==> config.mk <==
export PLATFORM = sky130hd
export DESIGN_NAME = sm4_key_expand
export DESIGN_NICKNAME = d
export VERILOG_FILES = /design/src/rtl/sm4_key_expand.sv
export SDC_FILE = /design/constraint.sdc
export NUM_CORES = 2
export LEC_CHECK = 0
export ABC_AREA = 1
export CELL_PAD_IN_SITES_DETAIL_PLACEMENT = 0
export CELL_PAD_IN_SITES_GLOBAL_PLACEMENT = 1
export CORE_UTILIZATION = 42
export DETAILED_ROUTE_END_ITERATION = 12
export GPL_TIMING_DRIVEN = 0
export PLACE_DENSITY_LB_ADDON = 0.1
export SYNTH_ARGS = -nofsm -noshare
export SYNTH_HDL_FRONTEND = slang
export SYNTH_SLANG_ARGS = --single-unit
export TNS_END_PERCENT = 20
==> constraint.sdc <==
create_clock -name clk_i -period 6.1 [get_ports clk_i]
set_input_delay 0.915 -clock clk_i [delete_from_list [all_inputs] [get_ports clk_i]]
set_output_delay 0.915 -clock clk_i [all_outputs]
set_load 0.1 [all_outputs]
==> src/rtl/sm4_key_expand.sv <==
// sm4_key_expand: SM4 round-key generator. Whitens the master key with FK,
// runs the key-mode round function once per cycle for 32 rounds, and serves
// the stored round keys by index in forward or reversed order.
// Optional build macro SM4_KEY_STREAM_EN adds a per-cycle stream of each
// round key as it is produced.
module sm4_key_expand #(
    parameter int word_width_p = 32,
    parameter int rounds_p     = 32
) (
    input  logic                    clk_i,
    input  logic                    reset_n_i,
    input  logic                    key_v_i,
    input  logic [4*word_width_p-1:0] key_i,
    output logic                    key_ready_o,
    output logic                    keys_v_o,
    input  logic [4:0]              rk_idx_i,
    input  logic                    decrypt_i,
    output logic [word_width_p-1:0] rk_o
`ifdef SM4_KEY_STREAM_EN
    ,
    output logic                    rk_stream_v_o,
    output logic [word_width_p-1:0] rk_stream_o,
    output logic [4:0]              rk_stream_idx_o
`endif
);

    typedef enum logic [1:0] {IDLE, EXPAND, READY} state_t;

    localparam logic [7:0] sbox_c [256] = '{
        8'hd6,8'h90,8'he9,8'hfe,8'hcc,8'he1,8'h3d,8'hb7,8'h16,8'hb6,8'h14,8'hc2,8'h28,8'hfb,8'h2c,8'h05,
        8'h2b,8'h67,8'h9a,8'h76,8'h2a,8'hbe,8'h04,8'hc3,8'haa,8'h44,8'h13,8'h26,8'h49,8'h86,8'h06,8'h99,
        8'h9c,8'h42,8'h50,8'hf4,8'h91,8'hef,8'h98,8'h7a,8'h33,8'h54,8'h0b,8'h43,8'hed,8'hcf,8'hac,8'h62,
        8'he4,8'hb3,8'h1c,8'ha9,8'hc9,8'h08,8'he8,8'h95,8'h80,8'hdf,8'h94,8'hfa,8'h75,8'h8f,8'h3f,8'ha6,
        8'h47,8'h07,8'ha7,8'hfc,8'hf3,8'h73,8'h17,8'hba,8'h83,8'h59,8'h3c,8'h19,8'he6,8'h85,8'h4f,8'ha8,
        8'h68,8'h6b,8'h81,8'hb2,8'h71,8'h64,8'hda,8'h8b,8'hf8,8'heb,8'h0f,8'h4b,8'h70,8'h56,8'h9d,8'h35,
        8'h1e,8'h24,8'h0e,8'h5e,8'h63,8'h58,8'hd1,8'ha2,8'h25,8'h22,8'h7c,8'h3b,8'h01,8'h21,8'h78,8'h87,
        8'hd4,8'h00,8'h46,8'h57,8'h9f,8'hd3,8'h27,8'h52,8'h4c,8'h36,8'h02,8'he7,8'ha0,8'hc4,8'hc8,8'h9e,
        8'hea,8'hbf,8'h8a,8'hd2,8'h40,8'hc7,8'h38,8'hb5,8'ha3,8'hf7,8'hf2,8'hce,8'hf9,8'h61,8'h15,8'ha1,
        8'he0,8'hae,8'h5d,8'ha4,8'h9b,8'h34,8'h1a,8'h55,8'had,8'h93,8'h32,8'h30,8'hf5,8'h8c,8'hb1,8'he3,
        8'h1d,8'hf6,8'he2,8'h2e,8'h82,8'h66,8'hca,8'h60,8'hc0,8'h29,8'h23,8'hab,8'h0d,8'h53,8'h4e,8'h6f,
        8'hd5,8'hdb,8'h37,8'h45,8'hde,8'hfd,8'h8e,8'h2f,8'h03,8'hff,8'h6a,8'h72,8'h6d,8'h6c,8'h5b,8'h51,
        8'h8d,8'h1b,8'haf,8'h92,8'hbb,8'hdd,8'hbc,8'h7f,8'h11,8'hd9,8'h5c,8'h41,8'h1f,8'h10,8'h5a,8'hd8,
        8'h0a,8'hc1,8'h31,8'h88,8'ha5,8'hcd,8'h7b,8'hbd,8'h2d,8'h74,8'hd0,8'h12,8'hb8,8'he5,8'hb4,8'hb0,
        8'h89,8'h69,8'h97,8'h4a,8'h0c,8'h96,8'h77,8'h7e,8'h65,8'hb9,8'hf1,8'h09,8'hc5,8'h6e,8'hc6,8'h84,
        8'h18,8'hf0,8'h7d,8'hec,8'h3a,8'hdc,8'h4d,8'h20,8'h79,8'hee,8'h5f,8'h3e,8'hd7,8'hcb,8'h39,8'h48
    };

    localparam logic [31:0] fk0_c = 32'hA3B1BAC6;
    localparam logic [31:0] fk1_c = 32'h56AA3350;
    localparam logic [31:0] fk2_c = 32'h677D9197;
    localparam logic [31:0] fk3_c = 32'hB27022DC;

    // Round function on state {X3,X2,X1,X0}: X0 ^ T(X1^X2^X3^rkey); key mode uses the lighter L'.
    function automatic logic [31:0] turn_transform(input logic [127:0] i,
                                                   input logic [31:0]  rkey,
                                                   input logic         is_key);
        logic [31:0] x;
        logic [31:0] b;
        logic [31:0] l;
        x = i[63:32] ^ i[95:64] ^ i[127:96] ^ rkey;
        b = {sbox_c[x[31:24]], sbox_c[x[23:16]], sbox_c[x[15:8]], sbox_c[x[7:0]]};
        if (is_key)
            l = b ^ {b[18:0], b[31:19]} ^ {b[8:0], b[31:9]};
        else
            l = b ^ {b[29:0], b[31:30]} ^ {b[21:0], b[31:22]} ^ {b[13:0], b[31:14]} ^ {b[7:0], b[31:8]};
        return i[31:0] ^ l;
    endfunction

    state_t      state_q, state_d;
    logic [4:0]  cnt_q, cnt_d;
    logic [127:0] k_q, k_d;
    logic [31:0] rk_buf_q [rounds_p];
    logic [31:0] rk_buf_d [rounds_p];
    logic [31:0] ck;
    logic [9:0]  ck_term;
    logic [31:0] nxt;
    logic        key_xfer;
    logic        last_round;

    assign key_xfer   = key_v_i & key_ready_o;
    assign last_round = (cnt_q == 5'(rounds_p - 1));

    // State register; reset returns to IDLE and abandons any partial expansion.
    always_ff @(posedge clk_i or negedge reset_n_i) begin
        if (!reset_n_i) state_q <= IDLE;
        else            state_q <= state_d;
    end

    // Next-state logic: start on a key transfer, finish on the round that writes the last key.
    always_comb begin
        state_d = state_q;
        case (state_q)
            IDLE, READY: if (key_xfer) state_d = EXPAND;
            EXPAND:      if (last_round) state_d = READY;
            default:     state_d = IDLE;
        endcase
    end

    // FSM outputs: keys are valid exactly while in READY, which also covers the drop on rekey.
    always_comb begin
        key_ready_o = (state_q == IDLE) || (state_q == READY);
        keys_v_o    = (state_q == READY);
    end

    // CK bytes are ((4r+j)*7) mod 256 and the next round key is built from them.
    always_comb begin
        ck      = '0;
        ck_term = '0;
        for (int j = 0; j < 4; j++) begin
            ck_term = ((10'(cnt_q) << 2) + 10'(j)) * 10'd7;
            ck[31-8*j -: 8] = ck_term[7:0];
        end
        nxt = turn_transform(k_q, ck, 1'b1);
    end

    // Datapath next values: whitened load on transfer, one shift/write per EXPAND cycle.
    always_comb begin
        k_d      = k_q;
        cnt_d    = cnt_q;
        rk_buf_d = rk_buf_q;
        if (state_q == EXPAND) begin
            rk_buf_d[cnt_q] = nxt;
            k_d             = {nxt, k_q[127:32]};
            cnt_d           = cnt_q + 5'd1;
        end else if (key_xfer) begin
            k_d   = {key_i[31:0] ^ fk3_c, key_i[63:32] ^ fk2_c,
                     key_i[95:64] ^ fk1_c, key_i[127:96] ^ fk0_c};
            cnt_d = '0;
        end
    end

    // Datapath registers, cleared by reset so rk_o reads zero until a key is expanded.
    always_ff @(posedge clk_i or negedge reset_n_i) begin
        if (!reset_n_i) begin
            k_q   <= '0;
            cnt_q <= '0;
            for (int r = 0; r < rounds_p; r++) rk_buf_q[r] <= '0;
        end else begin
            k_q      <= k_d;
            cnt_q    <= cnt_d;
            rk_buf_q <= rk_buf_d;
        end
    end

    // Reversed order for decryption: 31-idx on a 5-bit index is its bitwise inverse.
    assign rk_o = rk_buf_q[decrypt_i ? ~rk_idx_i : rk_idx_i];

`ifdef SM4_KEY_STREAM_EN
    // Stream each round key in the cycle it is computed so a pipelined datapath can start early.
    always_comb begin
        rk_stream_v_o   = (state_q == EXPAND);
        rk_stream_o     = (state_q == EXPAND) ? nxt : '0;
        rk_stream_idx_o = (state_q == EXPAND) ? cnt_q : '0;
    end
`endif

endmodule

==> parameters.txt <==
Parameter                              Value

Drt
  ANT nets after route    0
  Vias after detailed routing    79,800
  Sum of routed wire segments on met1    155 mm
  Met2 Routed Length    152 mm
  Routed length per placed instance    29.1 um
  Average vias per placed instance    6.19
  First-pass DRT Iterations    10
  Final routed wirelength across all metal layers    376 mm
  Initial drt markers    12,600
  Remaining design rule violation count    0
  Wire length on met3    48.0 mm
  Uppermost routed layer    met5

Synth
  Syn nets    10,400
  Dominant cell by count in the synthesized netlist    nand2_1
  Number of synthesized flops with an enable pin    0
  Portion of the post-synthesis area used by sequential elements    40.4%
  Average footprint of a synthesized cell    7.01 sq um
  Synthesis warning total    0
  Most area-consuming cells after synthesis    dfrtp_1 40%, nand2_1 21%, nand3_1 14%
  Most common library cells after synthesis    3,979 x nand2_1, 1,950 x nand3_1, 1,159 x dfrtp_1
  Cell type with the highest aggregate area in the netlist    dfrtp_1
  Cells after synthesis    10,300
  FFs w/ async S/R, synth    100%
  Unique cell type count in the Yosys netlist    43
  Yosys top cell area share    40.4%
  Flip-flop cell with the highest count after synthesis    dfrtp_1
  Area of the mapped netlist    71,900 sq um
  Flops & latches, synth    1,159

Critical path
  CP max stage cell    o221ai_1
  Top fanout value on the critical path    10
  Element type at the critical path start    input pin
  Critical path type    input pin to primary output
  CP Data Arrival Time    5.25 ns
  Family with the most delay on the worst path    buffers and inverters
  Number of buffer and inverter stages on the critical path    5
  Delay of the slowest cell on the worst path    0.53 ns
  Series of cell instances along the critical path    clkbuf_1 > or2_2 > nand2_2 > inv_4 > clkbuf_4 > clkbuf_4 > nor2_1 > o221ai_1 > nand3_1 > nand2_1 > nor2_1 > a31oi_1 > buf_4
  Element type at the critical path end    primary output
  Endpoint required time on the critical path    5.18 ns

CTS
  Clock Sinks    1,159
  Post-CTS Repair Setup Buffers    0
  Latest clock arrival within the worst-skew pair    0.82 ns
  CTS Hold Bufs    0
  Largest buffer count on any clock path    3
  CTS Root Buffer Type    clkbuf_16
  Number of H-tree levels    4
  CTS buffer count    134
  Clock tree from TritonCTS    yes
  Clock transition time at the flip-flop clock pins of the worst setup and hold paths    0.06 ns

Floorplanning
  Effective utilization at floorplan    42.4%
  Number of top-level design ports    171
  Floorplan die height    416 um
  Overall die area    173,000 sq um
  Number of rows created at floorplan    151
  Die Wd    416 um
  Core Box Area    170,000 sq um

STA
  Actual slew at the worst max-slew pin    1.33 ns
  Hold slack final    0.0561 ns
  Max Clock Skew    0.0527 ns
  Aggregate negative setup slack    -0.250 ns
  Max Clock Freq    0.162 GHz
  Headroom to the max-slew limit    11.4%
  Setup-failing EPs final    8
  Min Tclk post-route    6.16 ns
  Count of final max-slew check failures    0
  Final worst-path cycle share    101%
  Unrepaired setup endpoints after global routing    yes
  Min setup slack post-route    -0.0616 ns
  Hold Fails Final Rpt    0

Finish
  Footprint of the multi-input gates    37,800 sq um
  Fillcell total    17,400
  Area Overhead vs Synth    13.2%
  Share of post-route cells with drive strength above 1    7.34%
  # nets final    10,800
  Sequential standard cell area    29,000 sq um

Status
  Result of the run    finished with violations
  Failing checks    negative setup slack

Hold path
  Worst min-delay path class    input pin to asynchronous set/reset pin

Placement
  Worst setup timing slack at the placement stage    -2.12 ns
  Final Wtd Congestion    1.05
  Number of buffers inserted by port buffering    168
  Final HPWL from detailed placement    282 mm

Global route
  Total track usage    42.5%
  Via count of the first global-routing pass    74,200
  Antenna violations before repair    21
  Overall overflow remaining after global route    0
  Maximum number of pins on one net before global-route repair    181
  Global-route wire length before repair    536 mm

Flow run
  Total of max-cap violations    0
-- per-layer routing --
layer | track usage [%] | vias to the layer above
met5 | 0 | -
met4 | 20.8 | 8
met3 | 12.8 | 898
met2 | 59.0 | 5296
met1 | 59.7 | 39000
li1 | - | 34600
-- cell type report --
class / instances / area share [%]
multi-input cells: 7920 / 46.4
flip-flops and latches: 1159 / 35.6
plain buffers: 815 / 4.84
clock buffers: 187 / 4.61
well taps: 2218 / 3.41
repair buffers: 176 / 2.28
inverters: 363 / 1.68
clock inverters: 54 / 1.07
diodes: 6 / 0.0185
-- layout by cell type, fill, tap and decap left out, types with 9 or more instances in the layout --
| cell | Yosys | layout |
|---|---|---|
| nor2_2 | 10 | 10 |
| bufinv_16 | 0 | 14 |
| o211ai_1 | 93 | 93 |
| nand2_1 | 3979 | 3975 |
| nor2_1 | 559 | 559 |
| o21ai_1 | 17 | 17 |
| xnor2_1 | 33 | 32 |
| o32ai_1 | 33 | 33 |
| nand2_2 | 69 | 72 |
| buf_6 | 13 | 13 |
| a31oi_2 | 0 | 10 |
| buf_4 | 127 | 132 |
| a31oi_1 | 36 | 26 |
| clkdlybuf4s50_1 | 0 | 135 |
| o221ai_1 | 223 | 222 |
| mux2i_1 | 223 | 223 |
| xor2_1 | 14 | 13 |
| ha_1 | 47 | 47 |
| o21ai_0 | 354 | 354 |
| inv_2 | 20 | 19 |
| clkbuf_8 | 0 | 20 |
| clkinv_2 | 0 | 22 |
| clkbuf_16 | 0 | 134 |
| inv_1 | 336 | 336 |
| nand3_1 | 1950 | 1942 |
| clkbuf_4 | 0 | 9 |
| buf_2 | 190 | 201 |
| nor3_1 | 16 | 16 |
| buf_1 | 25 | 21 |
| o22ai_1 | 64 | 64 |
| a21oi_1 | 67 | 67 |
| nand3_2 | 21 | 28 |
| dfrtp_1 | 1159 | 1157 |
| a41oi_1 | 50 | 50 |
| clkdlybuf4s15_2 | 0 | 13 |
| clkbuf_1 | 459 | 462 |
| nand4_1 | 20 | 20 |
| clkbuf_2 | 0 | 26 |
-- timing repair --
item                       CTS  global route
cloned                       0             0
setup endpoints to repair  234           236
resized for setup          179            73
-- per-stage QoR --
stage | util, % | instance area (sq um) | instances
after detailed placement | 45.1 | 76600 | 12700
after global routing | 48.0 | 81400 | 12900
final | 48.0 | 81400 | 12900
after floorplan | - | 71900 | 10300
after global placement | 45.0 | 76300 | 12600
after CTS | 47.9 | 81300 | 12900
-- cells by family (layout without fill, tap and decap cells) --
logic type / after synthesis / in the layout / synth area share [%]
and+or+nand+nor: 6646 / 6646 / 38.8
buffers and inverters: 1178 / 1595 / 7.30
DFF: 1159 / 1159 / 40.4
AOI/OAI and AO/OA: 945 / 945 / 8.71
muxes: 223 / 223 / 3.11
adders and majority gates: 54 / 54 / 1.01
xor gates and xnor gates: 52 / 52 / 0.686
other: 0 / 6 / 0
-- registers in the layout (all words and copies together), names as in the netlist --
register / flops
k_q: 128
rk_buf_q: 1024
cnt_q: 5
state_q: 2
-- worst paths after layout --
kind	startpoint	end	slack, ns	cells past startpoint
worst max register to register	cnt_q[2]	k_q[105]	0	18
worst min register to register	rk_buf_q[412]	rk_buf_q[412]	0.47	2
worst max-delay path	decrypt_i	rk_o[24]	-0.06	13
worst min-delay path	reset_n_i	k_q[74]	0.06	1
max in group asynchronous	reset_n_i	rk_buf_q[550]	3.32	4
min in group clk_i	rk_buf_q[412]	rk_buf_q[412]	0.47	2
-- worst register-to-register path: stages (launching register included) --
cell,delay [ns]
dfrtp_4,0.60
fa_1,0.70
inv_1,0.09
fa_1,0.52
inv_1,0.05
nand2_1,0.05
nand2_1,0.18
xnor2_4,0.49
clkbuf_1,0.72
nand3_1,0.26
nand3_1,0.13
nand3_1,0.17
nand3_1,0.17
nand2_1,0.22
nand2_1,0.18
nand3_2,0.46
buf_4,0.43
nand3_1,0.44
nand2_1,0.12
Power is left out: the tool's default activity adds up to more than one toggle a clock period on the data nets, which glitch-free logic cannot reach.
